--- src/rtl/hex_date_decoder.sv ---
// Decodes a strobed stream of active-low 7-segment digit patterns back into a BCD date.
// Results (DATE_VALID or FRAME_ERR with ERR_CODE) are registered one cycle after the causing strobe.
module hex_date_decoder (
  input  logic        CLOCK_50,
  input  logic        RESET,
  input  logic [0:6]  SEG,
  input  logic        SEG_STB,
  input  logic        SEG_SOF,
  output logic [7:0]  DAY,
  output logic [7:0]  MONTH,
  output logic [15:0] YEAR,
  output logic        DATE_VALID,
  output logic        FRAME_ERR,
  output logic [2:0]  ERR_CODE
);

  typedef enum logic {IDLE, COLLECT} state_t;

  state_t     state;
  logic [2:0] idx;
  logic       bad;
  logic [3:0] dig [0:6];

  logic [3:0] cur;
  logic       cur_bad;

  // SEG[0] is segment a, so a literal written as abcdefg lines up with the vector directly.
  always_comb begin
    cur     = 4'd0;
    cur_bad = 1'b0;
    case (SEG)
      7'b0000001: cur = 4'd0;
      7'b1001111: cur = 4'd1;
      7'b0010010: cur = 4'd2;
      7'b0000110: cur = 4'd3;
      7'b1001100: cur = 4'd4;
      7'b0100100: cur = 4'd5;
      7'b0100000: cur = 4'd6;
      7'b0001111: cur = 4'd7;
      7'b0000000: cur = 4'd8;
      7'b0000100: cur = 4'd9;
      default:    cur_bad = 1'b1;
    endcase
  end

  // The year units digit is never stored: the frame is evaluated on the strobe that carries it.
  logic [7:0]  f_day;
  logic [7:0]  f_month;
  logic [15:0] f_year;
  logic        in_range;

  assign f_day    = {dig[0], dig[1]};
  assign f_month  = {dig[2], dig[3]};
  assign f_year   = {dig[4], dig[5], dig[6], cur};
  assign in_range = (f_day   >= 8'h01)   && (f_day   <= 8'h31) &&
                    (f_month >= 8'h01)   && (f_month <= 8'h12) &&
                    (f_year  >= 16'h1999) && (f_year  <= 16'h2030);

  always_ff @(posedge CLOCK_50 or posedge RESET) begin
    if (RESET) begin
      state      <= IDLE;
      idx        <= 3'd0;
      bad        <= 1'b0;
      for (int i = 0; i < 7; i++) dig[i] <= 4'd0;
      DAY        <= 8'h01;
      MONTH      <= 8'h01;
      YEAR       <= 16'h1999;
      DATE_VALID <= 1'b0;
      FRAME_ERR  <= 1'b0;
      ERR_CODE   <= 3'd0;
    end else begin
      DATE_VALID <= 1'b0;
      FRAME_ERR  <= 1'b0;
      if (SEG_STB) begin
        case (state)
          IDLE: begin
            if (SEG_SOF) begin
              dig[0] <= cur;
              bad    <= cur_bad;
              idx    <= 3'd1;
              state  <= COLLECT;
            end else begin
              FRAME_ERR <= 1'b1;
              ERR_CODE  <= 3'd3;
            end
          end
          COLLECT: begin
            if (SEG_SOF) begin
              FRAME_ERR <= 1'b1;
              ERR_CODE  <= 3'd2;
              dig[0]    <= cur;
              bad       <= cur_bad;
              idx       <= 3'd1;
            end else if (idx == 3'd7) begin
              if (bad || cur_bad) begin
                FRAME_ERR <= 1'b1;
                ERR_CODE  <= 3'd1;
              end else if (!in_range) begin
                FRAME_ERR <= 1'b1;
                ERR_CODE  <= 3'd4;
              end else begin
                DAY        <= f_day;
                MONTH      <= f_month;
                YEAR       <= f_year;
                DATE_VALID <= 1'b1;
              end
              state <= IDLE;
              idx   <= 3'd0;
              bad   <= 1'b0;
            end else begin
              dig[idx] <= cur;
              bad      <= bad | cur_bad;
              idx      <= idx + 3'd1;
            end
          end
          default: state <= IDLE;
        endcase
      end
    end
  end

endmodule

--- config.mk ---
export PLATFORM = sky130hd
export DESIGN_NAME = hex_date_decoder
export DESIGN_NICKNAME = d
export VERILOG_FILES = /design/src/rtl/hex_date_decoder.sv
export SDC_FILE = /design/constraint.sdc
export NUM_CORES = 1
export LEC_CHECK = 0
export CAP_MARGIN = 30
export CELL_PAD_IN_SITES_DETAIL_PLACEMENT = 1
export CELL_PAD_IN_SITES_GLOBAL_PLACEMENT = 1
export CORE_MARGIN = 10
export CORE_UTILIZATION = 30
export CTS_BUF_LIST = sky130_fd_sc_hd__clkbuf_8 sky130_fd_sc_hd__clkbuf_16
export CTS_CLUSTER_SIZE = 24
export DETAILED_ROUTE_END_ITERATION = 10
export PLACE_DENSITY_LB_ADDON = 0.25
export SLEW_MARGIN = 0
export SYNTH_ARGS = -nofsm -noshare
export SYNTH_HDL_FRONTEND = slang
export SYNTH_SLANG_ARGS = --single-unit
--- constraint.sdc ---
create_clock -name CLOCK_50 -period 3.24 [get_ports CLOCK_50]
set_input_delay 0.486 -clock CLOCK_50 [delete_from_list [all_inputs] [get_ports CLOCK_50]]
set_output_delay 0.486 -clock CLOCK_50 [all_outputs]
set_load 0.02 [all_outputs]
### Yosys cells after proc, flatten, opt, wreduce, memory -nomap -nowiden

Index checks and enable logic that the tools add are counted.

* input port bits: 11
* flip-flop bits (word level): 70
* output and inout port bits: 37
* logic and storage cells: 100

* reduce and logical (&&, ||, !) cells: 14
* add/sub/neg operators: 1
* eq/ne operators: 15
* bitwise logic cells: 6
* order comparisons: 8
* multiplexer cells: 40

Operator list (number)
* 4-bit one-hot mux with 9 select lines: 1
* 28-bit bitwise mux: 1
* 28-bit 2-to-1 mux: 1
* 3-bit 2-to-1 mux: 8
* 1-bit 2-to-1 mux: 19
* 16-bit by 13-bit greater-or-equal comparator with 1-bit output, second input constant: 1
* 8-bit by 1-bit greater-or-equal comparator with 1-bit output, second input constant: 2
* 16-bit by 14-bit <= comparator with 1-bit output, second input constant: 1
* 7-bit by 3-bit equality test with 1-bit output, second input constant: 2
* 7-bit by 6-bit equality test with 1-bit output, second input constant: 2
* 7-bit equality test, second input constant: 2
* 4-bit demux with 3-bit select: 1
* 4-bit 2-to-1 mux: 3
* 3-bit one-hot mux with 2 select lines: 2
* 10-bit OR reduction: 1
* 8-bit by 5-bit <= comparator with 1-bit output, second input constant: 1
* 8-bit by 6-bit <= comparator with 1-bit output, second input constant: 1
* 4-bit one-hot mux with 2 select lines: 1
* 4-bit AND reduction: 2
* 7-bit by 1-bit equality test with 1-bit output, second input constant: 1
* 7-bit by 4-bit equality test with 1-bit output, second input constant: 1
* 7-bit by 5-bit equality test with 1-bit output, second input constant: 1
* 7-bit logical NOT: 1
* 1-bit logical AND: 6
* 16 further kinds: 22

### Depth between registers and ports, before layout

* depth after elaboration: 12
* gate-level depth with buffers: 7
* mapped depth without buffers: 7

### Worst setup path after synthesis

OpenSTA, ideal clock, no wires.

* kind: input-to-reg
* start: input port SEG[2] (netlist bit)
* end: register DAY[3]
* cell stages on the path: 7
* setup time: 0.125 ns
* setup slack: 0.430 ns
* arrival time: 2.685 ns
* data required time: 3.115 ns
* buffers on the path: 1
* path through: or4_1 -> o21ai_0 -> a21oi_1 -> a211o_1 -> nor4b_4 -> buf_6 -> mux2_4

* cells in the longest elaborated chain, start to end: 6
* elaborated cells between the ends (all ways): 20
* those cells by class: order compare: 2; eq/ne: 9; mux: 2; bitwise: 1; reduce/logical: 6

Ends and longest elaborated chain
* start: declaration: line 6 `input logic [0:6] SEG,`
* 7-bit by 3-bit equality test with 1-bit output (tied with other cells): line 31 `case (SEG)`
* 4-bit one-hot mux with 9 select lines or 10-bit OR reduction (tied branches)
* 16-bit by 13-bit greater-or-equal comparator with 1-bit output or 1-bit 2-to-1 mux (tied branches): line 57, 31
* 1-bit logical AND or 1-bit logical OR (tied branches): line 56, 95
* 1-bit logical AND or 1-bit inverter (tied branches)
* 6-bit AND reduction (no line) *
* end signal: assignment: line 102 `DAY <= f_day;`
* end: declaration: line 9 `output logic [7:0] DAY,`

Mark *: on every way between the ends. The rest lies on a longest branch, timed or not.
A chain may end at the register's enable or synchronous reset.

### Worst setup path after layout

* start: input port SEG[2] (netlist bit)
* end: register MONTH[3]

* cells in the longest elaborated chain, start to end: 6
* elaborated cells between the ends (all ways): 20
* those cells by class: order compare: 2; eq/ne: 9; mux: 2; bitwise: 1; reduce/logical: 6

Ends and longest elaborated chain
* 7-bit by 3-bit equality test with 1-bit output (tied with other cells): line 31
* 4-bit one-hot mux with 9 select lines or 10-bit OR reduction (tied branches)
* 16-bit by 13-bit greater-or-equal comparator with 1-bit output or 1-bit 2-to-1 mux (tied branches): line 57, 31
* 1-bit logical AND or 1-bit logical OR (tied branches): line 56, 95
* 1-bit logical AND or 1-bit inverter (tied branches)
* 6-bit AND reduction (no line) *
* end signal: assignment: line 103 `MONTH <= f_month;`
* end: declaration: line 10 `output logic [7:0] MONTH,`

Marks and branches as above.

==> results.cfg <==
[timing]
slew_viol_final = 0
period_share_pct = 92.5
setup-tns-final_ps = 0
worst_pin_slew_ps = 744
fin_crit_ps = 3000
skew_ps = 12.2
max-slew-margin-rel_pct = 50.3
rsz0062_at_grt = false
finalSetupViolCount = 0
hold_violations = 0
fmax_ghz = 0.334

[routing]
dr.pass1.iters = 4
drc = 0
drt_iter0_markers = 111
via_per_inst = 4.85
drtAntennaViolNets = 0
wire_per_inst_um = 16.5
routed-via-count = 2279
postRouteWirelength_mm = 7.76

[run_status]
status = completed

[min_path]
worstHoldPathType = flip-flop to flip-flop

[global_routing]
antenna_found_initial = 0
grt_max_degree = 39
grt-ovfl-total = 0
grt_pass1_wl_mm = 13.5
grt_pass1_vias = 2585
track_usage_pct = 10.5

[final_layout]
fin_cells = 470
diodes = 0
syn2layout_area_growth_pct = 29.8
final_common_cell = dfrtp_1
fin_nets = 338
drive_gt1_share_pct = 33.9
num-fill-cells = 1177
layout_common_cells = 61 x dfrtp_1, 47 x clkdlybuf4s50_1, 29 x mux2_2

[synth]
ys_seq_area_share_pct = 53.8
syn_area_um2 = 3270
yosysUniqueCellTypes = 52
yosys_warnings = 0
syn_nets = 263
ys_ff_latch = 70
synth_cells = 250
synth_edf_count = 0
async_flop_share_pct = 100
ys.flop_type = dfrtp_1
syn_area_per_cell_um2 = 13.1

[die]
die_h_um = 124
die_width_um = 124
dieArea_um2 = 15500
boundaryPins = 48
core_area_um2 = 10700
start_util_pct = 30.5
fp-row-count = 38

[worst_setup_path]
worst_setup_path_start_kind = input port
critPathMaxStageDelay_ps = 590
worst_ep_required_time_ps = 3470
crit_path_top_delay_cell = or4_1
end_kind = flip-flop
arrival_ps = 3230
critPathKind = input port to flip-flop
crit_fanout = 26
path_cells = clkdlybuf4s50_1, or4_1, o41ai_1, a31oi_1, a211o_1, nor4b_4, buf_12, mux2_2

[clock_network]
path_clk_slew_ps = 70
root_buffer = clkbuf_8
htree_levels = 3
cts_setup_buffers = 0
clockBufferDepth = 2
cts_hold_buf = 0
cts_tree = built
numCtsBuffers = 9
clock-sinks = 70
cts-resized-gates = 0
worstSkewPairLatency_ps = 350

[power_and_ir_drop]
powerDensity_nw_per_um2 = 479
ir_drop_mv = 0.227
p_leak_uw = 0.00191

[placed_design]
port_buffers = 47
dp_hpwl_mm = 5.51
place_congestion = 0.759
dp.cells = 454

[job]
max_cap_violations = 0
-- synth_stat cells (all sizes together) (3+ instances only) --
master / number / share of area, %
or2: 3 / 0.57
nor4b: 3 / 1.7
a22o: 3 / 0.80
dfrtp: 61 / 47
dfstp: 9 / 7.2
buf: 4 / 1.4
nand3: 6 / 0.92
inv: 6 / 0.69
nand4: 3 / 0.57
nor2: 15 / 1.7
a31oi: 3 / 0.57
nor3: 11 / 1.7
clkbuf: 3 / 0.34
o21a: 3 / 0.69
nor2b: 7 / 1.3
mux2: 52 / 20
a21oi: 5 / 0.88
o21ai: 6 / 0.92
and2: 3 / 0.69
nand2: 10 / 1.1
-- stage by stage --
stage	setup WS (ps)	utilization, %	instance area (um^2)	hold WS [ps]	total power (uW)
finish	244	39.6	4250	503	2030
global route	91.0	39.6	4250	526	2170
CTS	227	39.6	4250	511	2070
detailed placement	-141	37.9	4070	487	1380
global placement	-66.3	37.9	4070	484	1370
floorplan	430	-	3270	472	1240
-- cell type report --
cell class              count  area [um^2]  share of cell area (%)
clock buffers               9          124                    2.91
clock inverters             7         58.8                    1.38
flip-flops and latches     70         1760                    41.5
well taps                 140          175                    4.12
multi-input cells         167         1430                    33.7
repair buffers             71          676                    15.9
inverters                   6         22.5                   0.530
-- power by group --
group          internal (uW)  leakage, uW  switching [uW]
sequential               944     0.000914            64.2
clock                    345     0.000103             336
combinational            171     0.000889             174
-- worst paths after layout --
| check | from | endpoint | slack, ps | cells past startpoint |
|---|---|---|---|---|
| max | SEG[2] | MONTH[3]$_DFFE_PP0P_ | 240 | 8 |
| min | MONTH[6]$_DFFE_PP0P_ | MONTH[6]$_DFFE_PP0P_ | 500 | 1 |
| max reg2reg | dig[18]$_DFFE_PP0P_ | MONTH[3]$_DFFE_PP0P_ | 700 | 7 |
| min reg2reg | MONTH[6]$_DFFE_PP0P_ | MONTH[6]$_DFFE_PP0P_ | 500 | 1 |
| max in group asynchronous | RESET | DAY[0]$_DFFE_PP1P_ | 1920 | 3 |
| min in group asynchronous | RESET | MONTH[1]$_DFFE_PP0P_ | 590 | 2 |
-- kinds of logic after synthesis --
| family | share of synthesized area [%] |
|---|---|
| AND/OR/NAND/NOR | 13.4 |
| flip-flops | 53.8 |
| multiplexers | 20.2 |
| AO/OA/AOI/OAI | 9.13 |
| buffers and inverters | 2.41 |
| adder cells (fa/ha/maj) | 0.764 |
| XOR/XNOR | 0.268 |
-- sequential cells by signal (all words and copies together) (netlist names) --
| signal | count |
|---|---|
| YEAR | 16 |
| idx | 3 |
| state | 1 |
| DAY | 8 |
| FRAME_ERR | 1 |
| DATE_VALID | 1 |
| MONTH | 8 |
| dig | 28 |
| bad | 1 |
| ERR_CODE | 3 |
-- worst max-delay path, delay by kind of cell --
kind / cells / cell delay [ps]
and+or+nand+nor: 2 / 920
AOI/OAI and AO/OA: 3 / 740
buffers and inverters: 2 / 710
muxes: 1 / 360
-- layer usage --
| metal | part of all wire, % | GRT usage [%] | vias to the layer above |
|---|---|---|---|
| li1 | - | - | 1062 |
| met1 | 48 | 13.1 | 1173 |
| met2 | 46 | 16.6 | 36 |
| met3 | 4.5 | 3.23 | 8 |
| met4 | 1.4 | 3.70 | 0 |
| met5 | 0 | 0 | - |
Note: power is estimated with default switching activity, not from simulation.
